`src/rtl/chess_clock_pkg.sv`:
```
// Shared types and helpers for the chess clock referee: state encoding,
// player indices and BCD digit handling.
package chess_clock_pkg;

  typedef enum logic [2:0] {
    IDLE  = 3'd0,
    LOAD  = 3'd1,
    READY = 3'd2,
    RUN_A = 3'd3,
    RUN_B = 3'd4,
    PAUSE = 3'd5,
    OVER  = 3'd6
  } state_t;

  localparam int PL_A = 0;
  localparam int PL_B = 1;

  typedef logic [3:0] bcd_t;

  // Out-of-range BCD digits from the preset switches saturate at 9.
  function automatic bcd_t bcd_sat(input bcd_t d);
    return (d > 4'd9) ? 4'd9 : d;
  endfunction

endpackage

```
`src/rtl/counter_dec_2w.sv`:
```
// Two-digit BCD up-counter, 00..99 wrapping to 00, with synchronous clear.
module counter_dec_2w
  import chess_clock_pkg::*;
(
  input  logic       i_clk,
  input  logic       i_rst,
  input  logic       i_clr,
  input  logic       i_plus,
  output bcd_t [1:0] o_count
);

  always_ff @(posedge i_clk or negedge i_rst) begin
    if (!i_rst) begin
      o_count <= '0;
    end else if (i_clr) begin
      o_count <= '0;
    end else if (i_plus) begin
      if (o_count[0] == 4'd9) begin
        o_count[0] <= 4'd0;
        o_count[1] <= (o_count[1] == 4'd9) ? 4'd0 : o_count[1] + 4'd1;
      end else begin
        o_count[0] <= o_count[0] + 4'd1;
      end
    end
  end

endmodule

```
`src/rtl/chess_clock_referee.sv`:
```
// Game sequencer for the two-player chess clock: preset latch, player reset
// pulse, alternating play, pause, game over and a BCD half-move count.
module chess_clock_referee
  import chess_clock_pkg::*;
#(
  parameter logic [7:0] p_init_default = 8'h05,
  parameter int         p_rst_len      = 4
) (
  input  logic       i_clk,
  input  logic       i_rst,
  input  logic       i_start,
  input  bcd_t [1:0] i_init,
  input  logic [1:0] i_turn,
  input  logic [1:0] i_zero,
  output bcd_t [1:0] o_init,
  output logic       o_prst,
  output logic [1:0] o_stop,
  output logic [1:0] o_win,
  output bcd_t [1:0] o_moves,
  output logic [2:0] o_state
);

  localparam logic [3:0] RST_LAST = 4'(p_rst_len - 1);

  // Handshake: i_start and i_turn are one-cycle pulses, each high cycle is one
  // event; i_zero is a level. Every output is registered and reflects the event
  // on the edge that samples it.
  state_t     state_q, state_d;
  logic [3:0] cnt_q, cnt_d;
  bcd_t [1:0] init_q, init_d;
  logic [1:0] stop_q, stop_d;
  logic [1:0] win_q, win_d;
  logic       prst_q, prst_d;
  logic       side_q, side_d;  // 0: pause came from RUN_A, 1: from RUN_B
  bcd_t [1:0] san;
  logic       mv_clr, mv_plus;

  always_comb begin
    state_d = state_q;
    cnt_d   = cnt_q;
    init_d  = init_q;
    win_d   = win_q;
    prst_d  = prst_q;
    side_d  = side_q;
    mv_clr  = 1'b0;
    mv_plus = 1'b0;
    san[1]  = bcd_sat(i_init[1]);
    san[0]  = bcd_sat(i_init[0]);

    case (state_q)
      IDLE: begin
        if (i_start && san != '0) begin
          state_d = LOAD;
          init_d  = san;
          mv_clr  = 1'b1;
          prst_d  = 1'b0;
          cnt_d   = RST_LAST;
        end
      end
      LOAD: begin
        if (cnt_q == 4'd0) begin
          state_d = READY;
          prst_d  = 1'b1;
        end else begin
          cnt_d = cnt_q - 4'd1;
        end
      end
      READY: begin
        if (i_turn == 2'b01)      state_d = RUN_B;
        else if (i_turn == 2'b10) state_d = RUN_A;
      end
      RUN_A: begin
        if (i_zero[PL_A]) begin
          state_d     = OVER;
          win_d[PL_B] = 1'b1;
        end else if (i_turn[PL_A]) begin
          state_d = RUN_B;
          mv_plus = 1'b1;
        end else if (i_start) begin
          state_d = PAUSE;
          side_d  = 1'b0;
        end
      end
      RUN_B: begin
        if (i_zero[PL_B]) begin
          state_d     = OVER;
          win_d[PL_A] = 1'b1;
        end else if (i_turn[PL_B]) begin
          state_d = RUN_A;
          mv_plus = 1'b1;
        end else if (i_start) begin
          state_d = PAUSE;
          side_d  = 1'b1;
        end
      end
      PAUSE: begin
        if (i_start) state_d = side_q ? RUN_B : RUN_A;
      end
      OVER: begin
        if (i_start) begin
          state_d = IDLE;
          win_d   = 2'b00;
        end
      end
      default: state_d = IDLE;
    endcase

    // Only the running side's clock is released; every other state stops both.
    case (state_d)
      RUN_A:   stop_d = 2'b10;
      RUN_B:   stop_d = 2'b01;
      default: stop_d = 2'b11;
    endcase
  end

  always_ff @(posedge i_clk or negedge i_rst) begin
    if (!i_rst) begin
      state_q <= IDLE;
      cnt_q   <= '0;
      init_q  <= p_init_default;
      stop_q  <= 2'b11;
      win_q   <= 2'b00;
      prst_q  <= 1'b1;
      side_q  <= 1'b0;
    end else begin
      state_q <= state_d;
      cnt_q   <= cnt_d;
      init_q  <= init_d;
      stop_q  <= stop_d;
      win_q   <= win_d;
      prst_q  <= prst_d;
      side_q  <= side_d;
    end
  end

  counter_dec_2w u_moves (
    .i_clk   (i_clk),
    .i_rst   (i_rst),
    .i_clr   (mv_clr),
    .i_plus  (mv_plus),
    .o_count (o_moves)
  );

  assign o_init  = init_q;
  assign o_stop  = stop_q;
  assign o_win   = win_q;
  assign o_prst  = prst_q;
  assign o_state = state_q;

endmodule
```
`config.mk`:
```
export PLATFORM = sky130hd
export DESIGN_NAME = chess_clock_referee
export DESIGN_NICKNAME = d
export VERILOG_FILES = /design/src/rtl/chess_clock_pkg.sv /design/src/rtl/counter_dec_2w.sv /design/src/rtl/chess_clock_referee.sv
export SDC_FILE = /design/constraint.sdc
export NUM_CORES = 1
export LEC_CHECK = 0
export ABC_AREA = 1
export BUFFER_PORTS_ARGS = -buffer_cell sky130_fd_sc_hd__clkbuf_2
export CORE_MARGIN = 5
export CORE_UTILIZATION = 58
export CTS_CLUSTER_DIAMETER = 50
export DETAILED_ROUTE_END_ITERATION = 10
export PLACE_DENSITY = 0.87
export SYNTH_ARGS = -nofsm -noshare
export SYNTH_HDL_FRONTEND = slang
export SYNTH_SLANG_ARGS = --single-unit
```
`constraint.sdc`:
```
create_clock -name i_clk -period 2.5 [get_ports i_clk]
set_input_delay 0.375 -clock i_clk [delete_from_list [all_inputs] [get_ports i_clk]]
set_output_delay 0.375 -clock i_clk [all_outputs]
set_load 0.01 [all_outputs]
```
==> run summary, run 1 <==
CP Cell Sequence -> inv_2 -> nand2_2 -> nor2_4 -> o21ai_4 -> nand2_2 -> nor2_2 -> nand3_1
Vias per cell -> 5.281
Worst Skew -> 8.083 ps
Fmax -> 0.6821 GHz
Synth top area share -> 34.61%
CP delay by family, top -> flip-flops
PortBufs -> 38
CTS Buffer Depth -> 2
Placer Congestion -> 0.9596
Vias in the first global route -> 1457
Pre-CTS WS -> 829.3 ps
Seq pwr share -> 41.0%
Via count -> 1600
Final TNS setup -> 0 ps
Period utilization -> 58.64%
Setup CP Type -> reg2reg
Min Tclk post-route -> 1466 ps
N_diodes -> 0
Die Wd -> 64.70 um
Top cells by area, synth -> dfrtp_1, nand2_1, dfstp_2
WL per Instance -> 12.61 um
Most frequent cells in the layout -> nand2_1, clkbuf_2, inv_1, dfrtp_1, nand3_1
Num CTS Buffers -> 5
Area Growth Syn to Fin -> 13.92%
Met3 wire length -> 215 um
Worst-path maximum fanout -> 21
Pleak -> 1.062 nW
Clock power share -> 13.6%
Post-synthesis cell count -> 230
Setup violations, final -> 0
Hold Fails Final Rpt -> 0
Number of fill cells -> 250
Share of cells above drive strength 1 -> 28.31%
Core region area -> 2805 um^2
DRT met1 WL -> 1725 um
PD cells -> 994.9 nW/um^2
Final wirelength -> 3820 um
Post-DRT Antenna Nets -> 0
Setup Fix Bufs, Post-CTS -> 0
Maximum VDD drop -> 0.6448 mV
Die footprint -> 4186 um^2
Pins Over Slew Limit -> 0
Worst setup SP type -> flop
Post-Syn Nets -> 247
Met2 wire len -> 1859 um
Grt total ovfl -> 0
Final setup margin -> 1034 ps
Commonest non-fill, non-tap cell in the layout -> nand2_1
Die outline height -> 64.70 um
Worst-margin pin slew -> 688.2 ps
First-pass GRT wire length -> 6520 um
Rel. slew slack -> 54.12%
Clock root buffer -> clkbuf_4
Drt first pass iters -> 4
Ys Warns -> 0
CTS tree -> built
PostCTS Resize Cnt -> 0
Crit path required time -> 2740 ps
CTS sink cnt -> 29
Number of max-cap violations -> 0
CTS Hold Buffers Added -> 0
Net switching power -> 0.0008774 W
Cell area after synthesis -> 1735 um^2
Nets@finish -> 288
Arrival time at the worst endpoint -> 1710 ps
Initial antenna violation count -> 0
Internal power -> 0.001089 W
Boundary Pins -> 39
Sw Ratio -> 44.61%
Pin count of the biggest net entering global routing -> 30
CP bufs+invs -> 1
Drt drc -> 0
Syn Area/Cell -> 7.545 um^2
Highest Signal Layer -> met4
Hold_ws -> 79.37 ps
Crit end category -> flop
H-tree Lvls -> 2
Biggest area consumer among synthesized cells -> dfrtp_1
Hpwl dp -> 2905 um
Unrepaired setup endpoints after global routing -> no
Row cnt -> 19
HP Class -> in2async
Synth cell types -> 27
Crit-path most repeated cell -> nand2_2
CP max stage delay -> 570 ps
Seq cells post-synth -> 29
Slowest CP cell -> dfrtp_1
GRT Util Overall -> 19.68%
Status -> complete, no violations
Logic pwr share -> 45.4%
Latest clock arrival within the worst-skew pair -> 320 ps
First DRT Iteration DRCs -> 109
Initial Util -> 61.86%
Clock Pin Slew Worst Setup and Hold Paths -> 90 ps
Sequential share of the synthesized area -> 42.18%
through the flow:
stage          power, W  instances  cell area [um^2]  utilization (%)
2_1_floorplan  0.001439        230              1735                -
3_3_place_gp   0.001674        295              1926            68.64
3_5_place_dp   0.001704        295              1926            68.64
4_1_cts        0.001985        303              1977            70.47
5_1_grt        0.002163        303              1977            70.47
6_report       0.001967        303              1977            70.47
power by group through the flow:
| stage | clock (W) | combinational (W) | sequential (W) |
|---|---|---|---|
| after floorplan | 0 | 0.000600 | 0.000839 |
| after global placement | 0 | 0.000869 | 0.000805 |
| after detailed placement | 0 | 0.000892 | 0.000812 |
| after CTS | 0.000282 | 0.000900 | 0.000804 |
| after global routing | 0.000306 | 0.00102 | 0.000834 |
| final | 0.000267 | 0.000894 | 0.000806 |
registers in the layout (all words and copies together) (netlist names):
| name | flops |
|---|---|
| cnt_q | 4 |
| o_init | 8 |
| o_prst | 1 |
| o_state | 3 |
| o_stop | 2 |
| o_win | 2 |
| side_q | 1 |
| u_moves.o_count | 8 |
layout make-up:
cell class | count | area, um^2 | share of cell area [%]
Multi-Input combinational cell | 166 | 848.3 | 42.91
Sequential cell | 29 | 732.0 | 37.03
Timing Repair Buffer | 38 | 190.2 | 9.620
Inverter | 31 | 116.4 | 5.886
Clock buffer | 6 | 41.29 | 2.089
Tap cell | 31 | 38.79 | 1.962
Clock inverter | 2 | 10.01 | 0.5063
per-layer routing:
| metal | vias up | global-route usage (%) |
|---|---|---|
| li1 | 809 | - |
| met1 | 745 | 25.91 |
| met2 | 44 | 32.44 |
| met3 | 2 | 5.181 |
| met4 | 0 | 4.749 |
| met5 | - | 0 |
cell families (layout without fill, tap and decap cells):
group / count (synthesis) / count (layout) / synth area share (%)
AND/OR/NAND/NOR: 135 / 135 / 36.77
buffers and inverters: 35 / 77 / 8.940
flip-flops: 29 / 29 / 42.18
AO/OA/AOI/OAI: 26 / 26 / 9.157
XOR/XNOR: 3 / 3 / 1.514
adder cells (fa/ha/maj): 2 / 2 / 1.442
path summary, 6_finish.rpt:
kind                             from                 end  slack (ps)  cells past startpoint
setup / recovery           o_state[2]           o_stop[1]        1030                      7
hold / removal                  i_rst  u_moves.o_count[4]          80                      1
setup reg to reg           o_state[2]           o_stop[1]        1030                      7
hold reg to reg             o_init[3]           o_init[3]         490                      2
max in group asynchronous       i_rst              side_q        1970                      1
min in group i_clk          i_init[2]           o_init[2]         280                      3
synth_stat cells:
library cell	n
nand2_1	69
inv_1	25
dfrtp_1	24
nand3_1	20
nor2_1	19
o21ai_0	14
nand4_1	8
inv_2	6
nor2_2	6
dfstp_2	5
a21oi_1	4
nand2_2	4
buf_6	3
nor2_4	3
o21ai_2	3
xor2_1	3
ha_1	2
nand3b_1	2
o21ai_1	2
a21oi_2	1
buf_2	1
nand2_4	1
nand3_2	1
nor2_8	1
nor3_1	1
o21ai_4	1
o21bai_1	1
Note: power is estimated with default switching activity, not from simulation.
==> run 2: changes to the inputs <==
Settings changed: CORE_UTILIZATION 58 to 48, PLACE_DENSITY 0.87 to 0.77.
Clock period 2.5 ns to 1.3 ns, I/O delays scaled along.
==> run summary, run 2 (same netlist as run 1, synthesis figures left out) <==
Row cnt -> 21
CP bufs+invs -> 1
Post-DRT Antenna Nets -> 0
Area Growth Syn to Fin -> 27.97%
Worst-margin pin slew -> 351.4 ps
Hpwl dp -> 2910 um
Slowest CP cell -> dfrtp_1
Failing checks -> setup timing
Final setup margin -> -0.5107 ps
Die outline height -> 70.13 um
Worst-path maximum fanout -> 5
Worst setup SP type -> flop
Arrival time at the worst endpoint -> 1510 ps
Most frequent cells in the layout -> nand2_1, clkbuf_2, inv_1, dfrtp_1, buf_4
CTS tree -> built
Worst Skew -> 9.908 ps
Clock root buffer -> clkbuf_4
WL per Instance -> 11.42 um
Min Tclk post-route -> 1301 ps
Nets@finish -> 307
Pwr Total -> 0.004238 W
Rel. slew slack -> 76.57%
Initial antenna violation count -> 0
Via count -> 1631
Core region area -> 3416 um^2
Pins Over Slew Limit -> 0
Crit path required time -> 1510 ps
Grt total ovfl -> 0
Crit-path most repeated cell -> nand2_2
Period utilization -> 100.0%
Boundary Pins -> 39
GRT Util Overall -> 15.41%
CP delay by family, top -> flip-flops
PortBufs -> 38
Crit end category -> flop
Setup violations, final -> 1
Clock Pin Slew Worst Setup and Hold Paths -> 80 ps
First-pass GRT wire length -> 6168 um
Placer Congestion -> 0.9343
Fmax -> 0.7689 GHz
Inst Count DP -> 325
Maximum VDD drop -> 1.036 mV
Core Util, Final -> 65.02%
PD cells -> 1908 nW/um^2
Status -> complete, but fails checks
Pin count of the biggest net entering global routing -> 30
CTS sink cnt -> 29
First DRT Iteration DRCs -> 84
Share of cells above drive strength 1 -> 38.83%
N_diodes -> 0
H-tree Lvls -> 2
Hold Fails Final Rpt -> 0
Number of max-cap violations -> 0
Die Wd -> 70.13 um
CP max stage delay -> 400 ps
Setup CP Type -> reg2reg
Die footprint -> 4918 um^2
Initial Util -> 50.81%
Drt first pass iters -> 4
Vias per cell -> 4.840
HP Class -> in2reg
Commonest non-fill, non-tap cell in the layout -> nand2_1
Unrepaired setup endpoints after global routing -> yes
Final TNS setup -> -0.5107 ps
Num CTS Buffers -> 5
CP Cell Sequence -> inv_2 -> ha_2 -> nand2_2 -> o21ai_4 -> nand2_2 -> nor2_1 -> a21oi_1
Layout Cells excl Fill -> 337
Pleak -> 1.166 nW
Final wirelength -> 3850 um
Drt drc -> 0
Vias in the first global route -> 1431
CTS Buffer Depth -> 2
Latest clock arrival within the worst-skew pair -> 320 ps
run 2: layout make-up:
class	instances	area (um^2)
sequential	29	734.5
multi-input combinational	166	924.6
timing repair buffer	57	339.1
fill	307	1195
inverter	31	116.4
tap	46	57.56
clock buffer	8	48.80
run 2: routing by layer:
metal  global-route usage (%)  share of wire [%]  up-vias
li1                         -                  -      858
met1                    20.60                 46      732
met2                    23.40                 48       34
met3                    4.304                4.9        7
met4                    6.383                1.5        0
met5                        0                  0        -
run 2: where the power goes:
part,switching [W],internal [W]
Clock,0.000284,0.000215
Sequential,0.000255,0.00127
Combinational,0.00129,0.000924
Total,0.00183,0.00241
run 2: path summary, 6_finish.rpt:
check | startpoint | end | depth (start not counted) | slack [ps]
worst min-delay path | i_init[2] | o_init[2] | 3 | 100
max in group asynchronous | i_rst | o_init[2] | 3 | 590
min in group asynchronous | i_rst | cnt_q[2] | 3 | 400
worst max register to register | cnt_q[1] | cnt_q[1] | 7 | -0.5
worst min register to register | o_init[2] | o_init[2] | 2 | 480
worst max-delay path | cnt_q[1] | cnt_q[1] | 7 | -0.5
run 2: worst register-to-register path: stages (launching register included):
cell     delay, ps
dfrtp_1        400
inv_2           60
ha_2           160
nand2_2         70
o21ai_4        200
nand2_2        130
nor2_1         120
a21oi_1         50
run 2: stage by stage:
step                      hold WS (ps)  area, um^2  setup slack [ps]
final                            98.99        2221           -0.5107
after global routing             87.72        2221            -73.41
after CTS                        79.46        2125            0.3518
after detailed placement         218.9        2057             2.467
after global placement           218.1        2057             30.69
after floorplan                 -100.6        1735             3.963
run 2: repair_timing:
action                                  CTS  global route
hold buffers                              1             0
setup buffers                             1             2
pin swaps                                 1             9
resized for setup                         1            29
endpoints found under the setup margin    8            27
endpoints found under the hold margin    24             0
